File: src/rtl/throw_pkg.sv
// Shared types and fixed-point formats for the projectile throw controllers.
package throw_pkg;

  // Position is signed Q13.4, velocity is signed Q7.4.
  localparam int POS_W  = 18;
  localparam int VEL_W  = 12;
  localparam int FRAC_W = 4;
  localparam int PIX_W  = 12;

  // Default per-frame vy decrement in Q.4 (0.25 px/frame^2).
  localparam int DEF_GRAVITY = 4;

  typedef enum logic [1:0] {
    ST_IDLE   = 2'd0,
    ST_FLIGHT = 2'd1,
    ST_DONE   = 2'd2
  } throw_state_e;

  typedef logic signed [POS_W-1:0]        pos_t;
  typedef logic signed [VEL_W-1:0]        vel_t;
  // Whole-pixel part of a position, still signed.
  typedef logic signed [POS_W-FRAC_W-1:0] pix_int_t;

  // Convert a whole-pixel coordinate to the Q13.4 position format.
  function automatic pos_t px_to_pos(input int px);
    return pos_t'(px * (1 << FRAC_W));
  endfunction

endpackage

File: src/rtl/vga_pkg.sv
// VGA timing constants shared by the video-facing blocks.
package vga_pkg;

  localparam int HOR_PIXELS = 640;
  localparam int VER_PIXELS = 480;

endpackage

File: src/rtl/edge_det.sv
// Registered rising-edge detector: one-clk pulse after a 0->1 transition.
module edge_det (
  input  logic clk,
  input  logic rst,
  input  logic sig_in,
  output logic pulse
);

  logic prev_q, prev_d;
  logic pulse_q, pulse_d;

  // Compare current input against the previous sample.
  always_comb begin
    prev_d  = sig_in;
    pulse_d = sig_in & ~prev_q;
  end

  // Previous-sample and pulse registers; prev clears so a high input after reset yields one pulse.
  always_ff @(posedge clk) begin
    if (rst) begin
      prev_q  <= 1'b0;
      pulse_q <= 1'b0;
    end else begin
      prev_q  <= prev_d;
      pulse_q <= pulse_d;
    end
  end

  assign pulse = pulse_q;

endmodule

File: src/rtl/projectile_ctl_cat.sv
// Projectile flight controller: launches on fire, steps ballistic physics once
// per video frame, and reports whether the shot landed on the target.
module projectile_ctl_cat
  import throw_pkg::*, vga_pkg::*;
#(
  parameter int START_X = 100,
  parameter int START_Y = 50,
  parameter int GRAVITY = DEF_GRAVITY
) (
  input  logic             clk,
  input  logic             rst,
  input  logic             vsync,
  input  logic             fire,
  input  logic [6:0]       power_x,
  input  logic [6:0]       power_y,
  input  logic [4:0]       wind,
  input  logic [PIX_W-1:0] target_x_lo,
  input  logic [PIX_W-1:0] target_x_hi,
  input  logic [PIX_W-1:0] target_top,
  output logic [PIX_W-1:0] x_pos,
  output logic [PIX_W-1:0] y_pos,
  output logic             active,
  output logic             done,
  output logic             hit
);

  localparam pos_t     START_POS_X = px_to_pos(START_X);
  localparam pos_t     START_POS_Y = px_to_pos(START_Y);
  localparam vel_t     GRAV_V      = vel_t'(GRAVITY);
  // Allow the projectile a little past the right edge before giving up.
  localparam pix_int_t OOB_LIMIT   = pix_int_t'(HOR_PIXELS + 30);

  throw_state_e state_q, state_d;
  pos_t         pos_x_q, pos_x_d;
  pos_t         pos_y_q, pos_y_d;
  vel_t         vel_x_q, vel_x_d;
  vel_t         vel_y_q, vel_y_d;
  logic         check_q, check_d;
  logic         active_q, active_d;
  logic         done_q, done_d;
  logic         hit_q, hit_d;
  logic         tick;

  edge_det u_vsync_edge (
    .clk    (clk),
    .rst    (rst),
    .sig_in (vsync),
    .pulse  (tick)
  );

  // Extended operands for the physics step and the end-of-flight tests.
  pos_t     vx_ext, vy_ext;
  vel_t     wind_ext, vx_load, vy_load;
  pix_int_t x_int, y_int;
  logic     x_in_range, y_below_top, y_ground, x_out;

  // Operand extension and end-condition tests on the current position.
  always_comb begin
    vx_ext      = {{(POS_W-VEL_W){vel_x_q[VEL_W-1]}}, vel_x_q};
    vy_ext      = {{(POS_W-VEL_W){vel_y_q[VEL_W-1]}}, vel_y_q};
    wind_ext    = {{(VEL_W-5){wind[4]}}, wind};
    vx_load     = {{(VEL_W-7){1'b0}}, power_x};
    vy_load     = {{(VEL_W-7){1'b0}}, power_y};
    x_int       = pos_x_q[POS_W-1:FRAC_W];
    y_int       = pos_y_q[POS_W-1:FRAC_W];
    // Signed whole-pixel compares so a negative position never wraps into range.
    x_in_range  = (x_int >= pix_int_t'({2'b00, target_x_lo})) &&
                  (x_int <= pix_int_t'({2'b00, target_x_hi}));
    y_below_top = (y_int <= pix_int_t'({2'b00, target_top}));
    y_ground    = pos_y_q[POS_W-1] || (pos_y_q == '0);
    x_out       = pos_x_q[POS_W-1] || (x_int >= OOB_LIMIT);
  end

  // Next-state, physics update and registered-output decode.
  always_comb begin
    state_d = state_q;
    pos_x_d = pos_x_q;
    pos_y_d = pos_y_q;
    vel_x_d = vel_x_q;
    vel_y_d = vel_y_q;
    check_d = 1'b0;
    hit_d   = hit_q;

    unique case (state_q)
      ST_IDLE: begin
        if (fire) begin
          pos_x_d = START_POS_X;
          pos_y_d = START_POS_Y;
          vel_x_d = vx_load;
          vel_y_d = vy_load;
          hit_d   = 1'b0;
          state_d = ST_FLIGHT;
        end
      end
      ST_FLIGHT: begin
        if (check_q) begin
          // End tests run one clk after the step, on the updated position.
          if (x_in_range && y_below_top) begin
            hit_d   = 1'b1;
            state_d = ST_DONE;
          end else if (y_ground) begin
            pos_y_d = '0;
            hit_d   = 1'b0;
            state_d = ST_DONE;
          end else if (x_out) begin
            hit_d   = 1'b0;
            state_d = ST_DONE;
          end
        end else if (tick) begin
          pos_x_d = pos_x_q + vx_ext;
          pos_y_d = pos_y_q + vy_ext;
          vel_x_d = vel_x_q + wind_ext;
          vel_y_d = vel_y_q - GRAV_V;
          check_d = 1'b1;
        end
      end
      ST_DONE: begin
        state_d = ST_IDLE;
      end
      default: begin
        state_d = ST_IDLE;
      end
    endcase

    active_d = (state_d == ST_FLIGHT);
    done_d   = (state_d == ST_DONE);
  end

  // State, physics and output registers.
  always_ff @(posedge clk) begin
    if (rst) begin
      state_q  <= ST_IDLE;
      pos_x_q  <= START_POS_X;
      pos_y_q  <= START_POS_Y;
      vel_x_q  <= '0;
      vel_y_q  <= '0;
      check_q  <= 1'b0;
      active_q <= 1'b0;
      done_q   <= 1'b0;
      hit_q    <= 1'b0;
    end else begin
      state_q  <= state_d;
      pos_x_q  <= pos_x_d;
      pos_y_q  <= pos_y_d;
      vel_x_q  <= vel_x_d;
      vel_y_q  <= vel_y_d;
      check_q  <= check_d;
      active_q <= active_d;
      done_q   <= done_d;
      hit_q    <= hit_d;
    end
  end

  assign x_pos  = pos_x_q[FRAC_W+PIX_W-1:FRAC_W];
  assign y_pos  = pos_y_q[FRAC_W+PIX_W-1:FRAC_W];
  assign active = active_q;
  assign done   = done_q;
  assign hit    = hit_q;

endmodule

File: config.mk
export PLATFORM = sky130hd
export DESIGN_NAME = projectile_ctl_cat
export DESIGN_NICKNAME = d
export VERILOG_FILES = /design/src/rtl/throw_pkg.sv /design/src/rtl/vga_pkg.sv /design/src/rtl/edge_det.sv /design/src/rtl/projectile_ctl_cat.sv
export SDC_FILE = /design/constraint.sdc
export NUM_CORES = 1
export LEC_CHECK = 0
export CAP_MARGIN = 20
export CORE_ASPECT_RATIO = 1.5
export CORE_MARGIN = 3
export CORE_UTILIZATION = 50
export CTS_BUF_LIST = sky130_fd_sc_hd__clkbuf_4
export DETAILED_ROUTE_END_ITERATION = 6
export GPL_TIMING_DRIVEN = 1
export MAX_ROUTING_LAYER = met4
export PLACE_DENSITY_LB_ADDON = 0.3
export SYNTH_ARGS = -nofsm -noshare
export SYNTH_HDL_FRONTEND = slang
export SYNTH_SLANG_ARGS = --single-unit
File: constraint.sdc
create_clock -name clk -period 3.1 [get_ports clk]
set_input_delay 0.465 -clock clk [delete_from_list [all_inputs] [get_ports clk]]
set_output_delay 0.465 -clock clk [all_outputs]
set_load 0.01 [all_outputs]
Yosys cells after proc, flatten, opt, wreduce, memory -nomap -nowiden
Cells that the tools add are included.
{"block": "word_totals", "ff_bits": 68, "output_inout_bits": 27, "input_bits": 59, "elab_cells": 75}
{"block": "op_classes", "reduce_logical": 11, "muxes": 31, "bitwise": 3, "n_addsub": 4, "order_cmp": 4, "eq_ne": 11}
{"operator": "two-way mux 18 bit", "count": 8}
{"operator": "two-way mux 12 bit", "count": 6}
{"operator": "case mux 18 bit (2 select lines)", "count": 2}
{"operator": "case mux 12 bit (2 select lines)", "count": 2}
{"operator": "adder 18 x 12 -> 18 bit", "count": 2}
{"operator": "<= comparator 14 x 13 -> 1 bit", "count": 2}
{"operator": "logical NOT 18 bit", "count": 1}
{"operator": ">= comparator 14 x 11 -> 1 bit, second input constant", "count": 1}
{"operator": ">= comparator 14 x 13 -> 1 bit", "count": 1}
{"operator": "adder 12 x 5 -> 12 bit", "count": 1}
{"operator": "subtractor 12 x 4 -> 12 bit, second input constant", "count": 1}
{"operator": "two-way mux 2 bit", "count": 5}
{"operator": "AND reduction 4 bit", "count": 2}
{"operator": "two-way mux 1 bit", "count": 6}
{"operator": "inequality test 2 bit, second input constant", "count": 3}
{"operator": "inequality test 3 bit, second input constant", "count": 2}
{"operator": "AND reduction 5 bit", "count": 1}
{"operator": "equality test 2 x 1 -> 1 bit, second input constant", "count": 2}
{"operator": "inequality test 4 bit, second input constant", "count": 1}
{"operator": "case mux 2 bit (2 select lines)", "count": 1}
{"operator": "inequality test 3 x 2 -> 1 bit, second input constant", "count": 1}
{"operator": "OR reduction 3 bit", "count": 1}
{"operator": "equality test 2 bit, second input constant", "count": 1}
{"operator": "logical AND 1 bit", "count": 2}
{"operator": "7 further kinds", "count": 9}

Logic depth before layout (Yosys ltp)
Gate-level depths: netlist (run 1).
{"block": "depth", "ltp_word": 8, "mapped_depth": 12, "mapped_depth_nobuf": 12}

Cells and area by module
Synthesis (run 1) repeated with hierarchy kept, for this count alone.
{"block": "hier_totals", "cells_unflattened": 718, "area_unflattened_um2": 5726.7}
{"module": "projectile_ctl_cat", "seq_area_each_um2": 1321.3, "cells_per_inst": 714, "area_each_um2": 5667.9, "instances": 1}
{"module": "edge_det", "seq_area_each_um2": 40.0, "cells_per_inst": 4, "area_each_um2": 58.8, "instances": 1}

Worst setup path after synthesis (run 1)
Ideal clock, no wire load.
{"block": "synth_timing", "kind": "flip-flop to flip-flop", "from": "register pos_y_q[0]", "to": "register pos_y_q[16]", "required_ps": 3029, "n_path_buf": 0, "stages_incl_launch_ff": 12, "setup_time_ps": 71, "path_slack_ps": 530, "arrival_ps": 2499, "synth_period_minus_slack_ps": 2570, "cell_sequence": "dfxtp_1 > ha_1 > fa_1 > a211oi_1 > nor2_1 > o31ai_1 > a311o_1 > o21ai_0 > a221oi_1 > xnor2_1 > nand3_1 > a21oi_1"}
{"block": "synth_via", "elab_chain_cells": 4, "word_cells_on_any_way": 8, "cone_classes": "add/sub (1); eq/ne (1); mux (3); reduce/logical (3)"}
{"element": "start: declaration", "line": "projectile_ctl_cat.sv:35", "rtl": "pos_t pos_y_q, pos_y_d;"}
{"element": "start signal: assignment", "line": "projectile_ctl_cat.sv:144", "rtl": "pos_y_q <= pos_y_d;"}
{"element": "adder 18 x 12 -> 18 bit / logical NOT 18 bit (equally long branches)", "line": "projectile_ctl_cat.sv:111, projectile_ctl_cat.sv:70"}
{"element": "two-way mux 18 bit / logical OR 1 bit (equally long branches)", "line": "projectile_ctl_cat.sv:109, projectile_ctl_cat.sv:70"}
{"element": "two-way mux 18 bit / inequality test 3 bit (equally long branches)"}
{"element": "case mux 18 bit (2 select lines) / AND reduction 5 bit (equally long branches)"}
Several ways; a longest one is shown, not always the timed one. The select of a mux whose other input is x is not followed.
A chain may end at the register's enable or synchronous reset.

Worst setup path in the final report (run 1)
Ends and elaborated chain as after synthesis.

==> flow_summary.yaml, run 1 <==
power_and_ir_drop:
  p_int_mw: 1.41
  p_clk_frac: 0.246
  p_comb_frac: 0.312
  switching_power_mw: 0.773
  seqPwrFrac: 0.442
  leakagePower_nw: 3.17
  power.density_nw_per_um2: 313
  worst_ir_drop_vdd_mv: 0.236
  p_sw_frac: 0.354
logic_synthesis:
  ys_warn_count: 0
  async_flop_share: 0
  yosys.area_share.simple: 0.200
  synth_xor_area_frac: 0.0587
  syn-instance-count: 728
  synth_compound_area_frac: 0.229
  synth.avg_cell_area_um2: 7.99
  netlist_area_um2: 5810
  ys_dominant_reg_cell: "dfxtp_1"
  synth_top_family_by_area: "compound AO/OA/AOI/OAI gates"
  yosys.area_share.adder: 0.187
  ys_ff_latch: 68
  synth_edf_count: 0
  synthMuxAreaShare: 0.0112
  yosys.cell_types.count: 66
  syn_nets: 872
  ys_seq_area_frac: 0.234
min_path:
  min_path_type: "primary input to register"
  hold_end: "pos_y_q[15]$_SDFFE_PP0P_"
  min_from: "rst"
  hold_depth: 2
clock_network:
  cts_buffer_depth: 2
  cts_buffers: 9
  clk_latency_ps: 440
  holdBufCountCts: 0
  cts_setup_buffers: 0
  clock_sinks: 68
  clk_pin_slew_worst_paths_ps: 130
  cts_tree: "built"
  h-tree-depth: 3
  cts_root_buf: "clkbuf_4"
timing:
  rsz0062_at_grt: "yes"
  finClkSkew_ps: 19.2
  hold_viol_final: 0
  max_freq_mhz: 336
  maxSlewViolCount: 0
  finalCritPeriodShare: 0.959
  final.setup.worst_slack_ps: 128
  tightest_slew_ps: 588
  relSlewSlack: 0.607
  setup_viol_count_final: 0
  period_needed_ps: 2970
routing:
  totalWireLength_um: 16400
  vias_per_cell: 5.91
  drcViolationCount: 0
  dr.pass1.iters: 5
  vias: 5696
  drtIter0Drc: 265
  drt.antenna.violating_nets: 0
  drt-wirelength-per-cell_um: 17.0
worst_setup_path:
  reg2reg_to: "pos_y_q[16]$_SDFFE_PP0P_"
  r2r_slack_ps: 130
  r2r_cells: 12
  cp_max_fo: 3
  start_kind: "register"
  cp_num_buf_inv: 1
  cp.depth: 12
  cp_slowest_cell: "fa_1"
  path_class: "register to register"
  crit_arrival_ps: 3340
  required_ps: 3470
  critPathTopFamily: "compound AO/OA/AOI/OAI gates"
  r2r-start: "pos_y_q[0]$_SDFFE_PP0P_"
  cp_cell_sequence: "ha_1 -> fa_1 -> a211oi_2 -> nor2_1 -> o31ai_2 -> buf_4 -> a311o_1 -> o21ai_1 -> a221oi_2 -> xnor2_1 -> nand3_1 -> a21oi_1"
  crit_path_end_kind: "register"
  cpPeakStageDelay_ps: 430
finish:
  area_delta_synth_final_pct: 19.9
  nets: 955
  layout_common_cells: "clkdlybuf4s50_1 (84), ha_1 (82), nor2_1 (73), dfxtp_1 (68), a21oi_1 (61)"
  final_common_cell: "clkdlybuf4s50_1"
  fin_util: 0.624
  drive_above_1_share: 0.0895
global_routing:
  grt_util_all_layers: 0.258
  overflow: 0
  grt.busiest_layer: "met2"
  grtUsageMet2: 0.476
  gr-usage-met1: 0.266
  grt_pass1_wl_um: 26600
  met3_usage: 0.0348
  antenna_found_initial: 1
  grt_pass1_vias: 5902
  grt_max_degree: 32
placement:
  dp_slack_ps: -165
  io_buffers: 85
  hpwlAfterDp_um: 12900
  place_congestion: 0.912
die:
  chipWidth_um: 94.0
  io_pins: 86
  fp.dieArea_um2: 13000
  num_rows: 47
  start_util: 0.520
  coreArea_um2: 11200
  die-height_um: 138
outcome:
  status: "completed"
job:
  drv_cap: 0
==> worst max-delay path by stage <==
stage	start	slack (ps)	endpoint
floorplan	pos_y_q[0]$_SDFFE_PP0P_	530	pos_y_q[16]$_SDFFE_PP0P_
global placement	target_x_lo[10]	-80	pos_y_q[3]$_SDFFE_PP0P_
detailed placement	target_x_lo[10]	-160	pos_y_q[3]$_SDFFE_PP0P_
CTS	pos_y_q[0]$_SDFFE_PP0P_	30	pos_y_q[16]$_SDFFE_PP0P_
global route	pos_y_q[0]$_SDFFE_PP0P_	-20	pos_y_q[16]$_SDFFE_PP0P_
finish	pos_y_q[0]$_SDFFE_PP0P_	130	pos_y_q[16]$_SDFFE_PP0P_
==> synthesized netlist by cell type (all sizes together), types with 5 or more instances <==
cell type / n / share of area
a31oi: 7 / 0.0075
o31ai: 5 / 0.0088
or2: 8 / 0.0086
xnor2: 24 / 0.036
nor3: 19 / 0.016
dfxtp: 68 / 0.23
a211oi: 16 / 0.022
nand3: 19 / 0.016
buf: 27 / 0.034
a22oi: 13 / 0.017
o21ai: 38 / 0.033
clkbuf: 16 / 0.010
nand2b: 26 / 0.028
o21a: 7 / 0.0090
nand2: 35 / 0.023
nand4: 8 / 0.0097
nor4: 10 / 0.012
o21bai: 5 / 0.0071
a21o: 13 / 0.017
nor2b: 13 / 0.014
inv: 55 / 0.036
ha: 82 / 0.18
nor2: 73 / 0.047
a21oi: 63 / 0.056
mux2i: 5 / 0.0086
xor2: 15 / 0.023
a311oi: 5 / 0.0075
==> layout make-up <==
cell class / count / area (um^2)
Timing Repair Buffer: 115 / 1080
Antenna cell: 1 / 2.50
Inverter: 55 / 206
Multi-Input combinational cell: 562 / 4010
Clock buffer: 9 / 67.6
Clock inverter: 7 / 52.6
Tap cell: 147 / 184
Sequential cell: 68 / 1360
Fill cell: 1023 / 4200
==> kinds of logic (layout without fill, tap and decap cells) <==
logic type / after synthesis / after routing
multiplexers: 6 / 6
XOR/XNOR: 39 / 39
adder cells (fa/ha/maj): 85 / 85
AND/OR/NAND/NOR: 229 / 229
buffers and inverters: 98 / 186
AO/OA/AOI/OAI: 203 / 203
flip-flops: 68 / 68
other: 0 / 1
==> state kept, by name, indices dropped and copies added (netlist names), 2 cells and up <==
name     flops
vel_x_q     12
pos_x_q     18
pos_y_q     18
vel_y_q     12
state_q      2
==> layer usage <==
metal  share of wire  wire (um)
met1            0.38       6300
met5               0          0
met4           0.035        575
met2            0.53       8750
met3           0.046        750
==> power by group through the flow <==
stage	clock (mW)	combinational [mW]	sequential, mW
global placement	0	0.648	0.982
floorplan	0	0.453	0.967
CTS	0.546	0.679	0.964
global route	0.584	0.751	0.972
finish	0.537	0.680	0.965
detailed placement	0	0.674	0.984
==> metrics by stage <==
stage / power, mW / instances / hold WS [ps] / TNS (ps) / area (um^2)
4_1_cts: 2.19 / 963 / 378 / 0 / 6960
3_3_place_gp: 1.63 / 947 / 375 / -522 / 6830
2_1_floorplan: 1.42 / 728 / 367 / 0 / 5810
5_1_grt: 2.31 / 964 / 393 / -17.3 / 6970
6_report: 2.18 / 964 / 390 / 0 / 6970
3_5_place_dp: 1.66 / 947 / 381 / -1920 / 6830
==> timing repair <==
action | 4_1_cts | 5_1_grt
endpoints found under the setup margin | 1 | 4
gates resized for setup | 2 | 4
pin swaps | 1 | 1
(Power assumes the default switching activity.)
==> run 2, diff against run 1 <==
CORE_MARGIN = not set   (was 3)
CTS_CLUSTER_SIZE = 10   (was not set)
SYNTH_HIERARCHICAL = 1   (was not set)
==> flow_summary.yaml, run 2 <==
logic_synthesis:
  ys_seq_area_frac: 0.238
  synth.area.top_cells: "dfxtp_1 (24%), ha_1 (18%), a21oi_1 (4.7%), nor2_1 (4.7%), xnor2_1 (4.3%)"
  yosys.area.top_type_share: 0.238
  ys_dominant_reg_cell: "dfxtp_1"
  ys_ff_latch: 68
  synth_most_common_cell: "ha_1"
  synth_top_cell_by_area: "dfxtp_1"
  synth.avg_cell_area_um2: 7.98
  ys_warn_count: 6
  syn-instance-count: 718
  syn_nets: 862
  netlist_area_um2: 5730
  synth_edf_count: 0
  ys_top_cells_by_count: "ha_1 (82), nor2_1 (72), dfxtp_1 (68)"
  async_flop_share: 0
  yosys.cell_types.count: 63
routing:
  vias: 5414
  totalWireLength_um: 15100
  dr.pass1.iters: 4
  drcViolationCount: 0
  drtIter0Drc: 265
  vias_per_cell: 5.77
  drt-wirelength-per-cell_um: 16.1
  drt.antenna.violating_nets: 0
die:
  fp.dieArea_um2: 11900
  die-height_um: 133
  io_pins: 86
  coreArea_um2: 11100
  chipWidth_um: 89.4
  start_util: 0.515
  num_rows: 47
clock_network:
  holdBufCountCts: 0
  clk_pin_slew_worst_paths_ps: 120
  cts_buffer_depth: 2
  clock_sinks: 68
  postCtsResizedCells: 0
  cts_buffers: 9
  cts_tree: "built"
  clk_latency_ps: 430
  h-tree-depth: 3
  cts_setup_buffers: 0
  cts_root_buf: "clkbuf_4"
power_and_ir_drop:
  worst_ir_drop_vdd_mv: 0.168
  power.total_mw: 2.15
  power.density_nw_per_um2: 317
  leakagePower_nw: 3.05
finish:
  num_antenna_cells: 0
  area_delta_synth_final_pct: 18.3
  fillCellCount: 984
  drive_above_1_share: 0.0593
  layout_common_cells: "clkdlybuf4s50_1 (84), ha_1 (82), nor2_1 (72), dfxtp_1 (68), inv_1 (57)"
  nets: 931
  fin_util: 0.609
  fin_cells: 939
  final_common_cell: "clkdlybuf4s50_1"
  multiInputGateArea_um2: 3860
  top_regs: "pos_x_q x18, pos_y_q x18"
  postLayoutCellArea_um2: 6770
  seq_area_um2: 1360
job:
  drv_cap: 0
timing:
  max_freq_mhz: 336
  hold_viol_final: 0
  maxSlewViolCount: 0
  tns_ps: 0
  tightest_slew_ps: 612
  setup_viol_count_final: 0
  final.setup.worst_slack_ps: 128
  period_needed_ps: 2970
  holdWs_ps: 417
  rsz0062_at_grt: "no"
  finClkSkew_ps: 11.5
  relSlewSlack: 0.591
  finalCritPeriodShare: 0.959
placement:
  dpl_cell_area_um2: 6610
  place_congestion: 0.953
  io_buffers: 85
  placed_cells: 923
  dp_slack_ps: -18.2
  hpwlAfterDp_um: 12000
worst_setup_path:
  worstSetupStartpoint: "vel_x_q[0]$_SDFFE_PP0P_"
  cp_cell_sequence: "ha_1 -> fa_1 -> a21o_1 -> a21o_1 -> a211oi_1 -> o21ai_0 -> a31oi_1 -> o21ai_0 -> a21oi_1 -> xnor2_1 -> a32o_1"
  cpPeakStageDelay_ps: 410
  cp_max_fo: 3
  required_ps: 3440
  r2r-start: "vel_x_q[0]$_SDFFE_PP0P_"
  r2r_slack_ps: 130
  crit_arrival_ps: 3320
  crit_path_end_kind: "register"
  path_class: "register to register"
  reg2reg_to: "pos_x_q[14]$_SDFFE_PP0P_"
  cp_slowest_cell: "fa_1"
  start_kind: "register"
  r2r_cells: 11
global_routing:
  grt_max_degree: 33
  grt_pass1_vias: 5457
  antenna_found_initial: 0
  grt_util_all_layers: 0.274
  overflow: 0
  grt_pass1_wl_um: 24500
outcome:
  status: "completed"
min_path:
  hold_end: "u_vsync_edge/pulse$_SDFF_PP0_"
  min_from: "u_vsync_edge/prev_q$_SDFF_PP0_"
  hold_depth: 1
  min_path_type: "register to register"
-- run 2: metal layers --
metal / GRT usage / vias up / routed length (um)
met3: 0.0381 / 55 / 445
li1: - / 2692 / -
met1: 0.276 / 2531 / 5810
met2: 0.492 / 136 / 8100
met4: 0.147 / 0 / 717
met5: - / - / 0
-- run 2: cell families after synthesis --
group	synth area share
buf+inv	0.0874
simple gates	0.181
compound gates	0.220
xor+xnor	0.0658
flops	0.238
fa+ha+maj	0.190
mux	0.0192
-- run 2: final cells by class --
cell class | count | share of cell area
Inverter | 58 | 0.0321
Clock inverter | 6 | 0.0131
Timing Repair Buffer | 103 | 0.145
Clock buffer | 10 | 0.0111
Sequential cell | 68 | 0.201
Multi-Input combinational cell | 547 | 0.571
Tap cell | 147 | 0.0272
-- run 2: worst max-delay path by stage --
stage                               end
2_1_floorplan   pos_y_q[5]$_SDFFE_PP1P_
3_3_place_gp          active$_SDFF_PP0_
3_5_place_dp   pos_y_q[13]$_SDFFE_PP0P_
4_1_cts        pos_x_q[14]$_SDFFE_PP0P_
5_1_grt        pos_x_q[14]$_SDFFE_PP0P_
6_report       pos_x_q[14]$_SDFFE_PP0P_
-- run 2: worst max-delay path, delay by kind of cell (launching register included) --
family | cells | cell delay (ps)
DFF | 1 | 350
AOI/OAI and AO/OA | 8 | 1820
xor gates and xnor gates | 1 | 80
adders and majority gates | 2 | 630
-- run 2: power by group --
part,total [mW],leakage [nW],switching [mW],internal (mW)
combinational,0.524,2.41,0.275,0.249
sequential,0.942,0.553,0.0383,0.904
clock,0.682,0.0826,0.347,0.336
==> variant: new RTL, settings of run 1 <==
Encoding of `throw_state_e`: now one-hot (3 bits for 3 states).
--- a/src/rtl/throw_pkg.sv
+++ b/src/rtl/throw_pkg.sv
@@ -11,8 +11,8 @@
   localparam int DEF_GRAVITY = 4;
 
-  typedef enum logic [1:0] {
-    ST_IDLE   = 2'd0,
-    ST_FLIGHT = 2'd1,
-    ST_DONE   = 2'd2
+  typedef enum logic [2:0] {
+    ST_IDLE   = 3'b001,
+    ST_FLIGHT = 3'b010,
+    ST_DONE   = 3'b100
   } throw_state_e;
 
Function: same outputs for any inputs over 4 cycles, from zero or initial values and one cycle with rst high; so few cycles prove little.
==> variant against run 1 <==
Highest routed layer unchanged; critical path depth fell by 1; synthesized area decreased by 3.7%; critical endpoint unchanged; setup slack improved by 38 ps; combinational power decreased by 31%; total power decreased by 11%; final area shrank 4.2%; sequential cell count rose by 1; critical path type unchanged; wire length decreased by 9.7%.
==> variant: results (changes against run 1) <==
status=complete, no violations; post-synth cell types=64 (-3.0%); #FFs+latches synth=69 (+1.5%); gr usage total=24.6% (-1.2 points); Setup WS pre-CTS=-280 ps (-116 ps); dpl cell area=6570 um2 (-3.8%); number of global-route vias before repair=5,210 (-12%); Final #Nets=902 (-5.5%); Signal buffers=110 (-4.3%); Fill cells=970 (-5.2%); Commonest cells post-synth=82 x ha_1, 70 x nor2_1, 69 x dfxtp_1; routed wl met2=7.84 mm (-10%); Met3 Wirelength=672 um (-10%); xor/xnor share of the synthesized area=6.10% (+0.23 points); post-cts gate resize count=0 (-2); Antenna diodes=0 (-1); sequential share of cell area=20.7% (+1.2 points); area of the multi-input gates=3740 um2 (-6.8%); first-pass GRT wire length=24.2 mm (-8.9%); Clock buffers and inverters, area share=1.65% (-0.074 points); minimum clock period=2930 ps (-38.0 ps); R2R depth=11 (-1); Setup Skew=17.4 ps (-1.86 ps); post-synthesis mux area share=0.917% (-0.20 points); Mapped Nets=823 (-5.6%); antenna violations before repair=0 (-1); met1 GRT Util=26.0% (-0.59 points); Max VDD drop=212 uV (-10%); GR Util met2=44.9% (-2.7 points); DRT Wirelength=14.8 mm (-9.7%); final instance area=6680 um2 (-4.2%); dpl cells=891 (-5.9%); Synth Area in Compound Gates=23.6% (+0.71 points); Iter 0 DRT Violations=242 (-8.7%); Multi-input comb cells=510 (-9.3%); Final period util=94.7% (-1.2 points); met3 usage=3.56% (+0.079 points); Post-Syn Area per Cell=8.24 um2 (+3.2%); top post-synthesis cells by area=dfxtp_1 25%, ha_1 18%, nor2_1 4.7%, inv_1 3.8%, xnor2_1 3.8%; WHS Endpoint=pos_x_q[11]$_SDFFE_PP0P_; Non-CTS inverters=58 (+5.5%)
variant: report_power, final:
group / internal, uW / switching (uW)
Clock: 178 / 339
Sequential: 914 / 31.9
Combinational: 235 / 237
Total: 1330 / 608
variant: how the worst max path moves through the flow:
| stage | start | end | slack (ps) | cells after the start |
|---|---|---|---|---|
| finish | pos_y_q[0]$_SDFFE_PP0P_ | pos_y_q[16]$_SDFFE_PP0P_ | 170 | 11 |
| floorplan | target_x_hi[3] | pos_y_q[11]$_SDFFE_PP0P_ | 480 | 13 |
| detailed placement | target_x_hi[3] | pos_y_q[7]$_SDFFE_PP0P_ | -280 | 13 |
| CTS | target_x_hi[3] | pos_y_q[7]$_SDFFE_PP0P_ | 210 | 13 |
| global route | pos_y_q[0]$_SDFFE_PP0P_ | pos_y_q[16]$_SDFFE_PP0P_ | 40 | 11 |
| global placement | target_x_hi[3] | pos_y_q[6]$_SDFFE_PP0P_ | -150 | 14 |
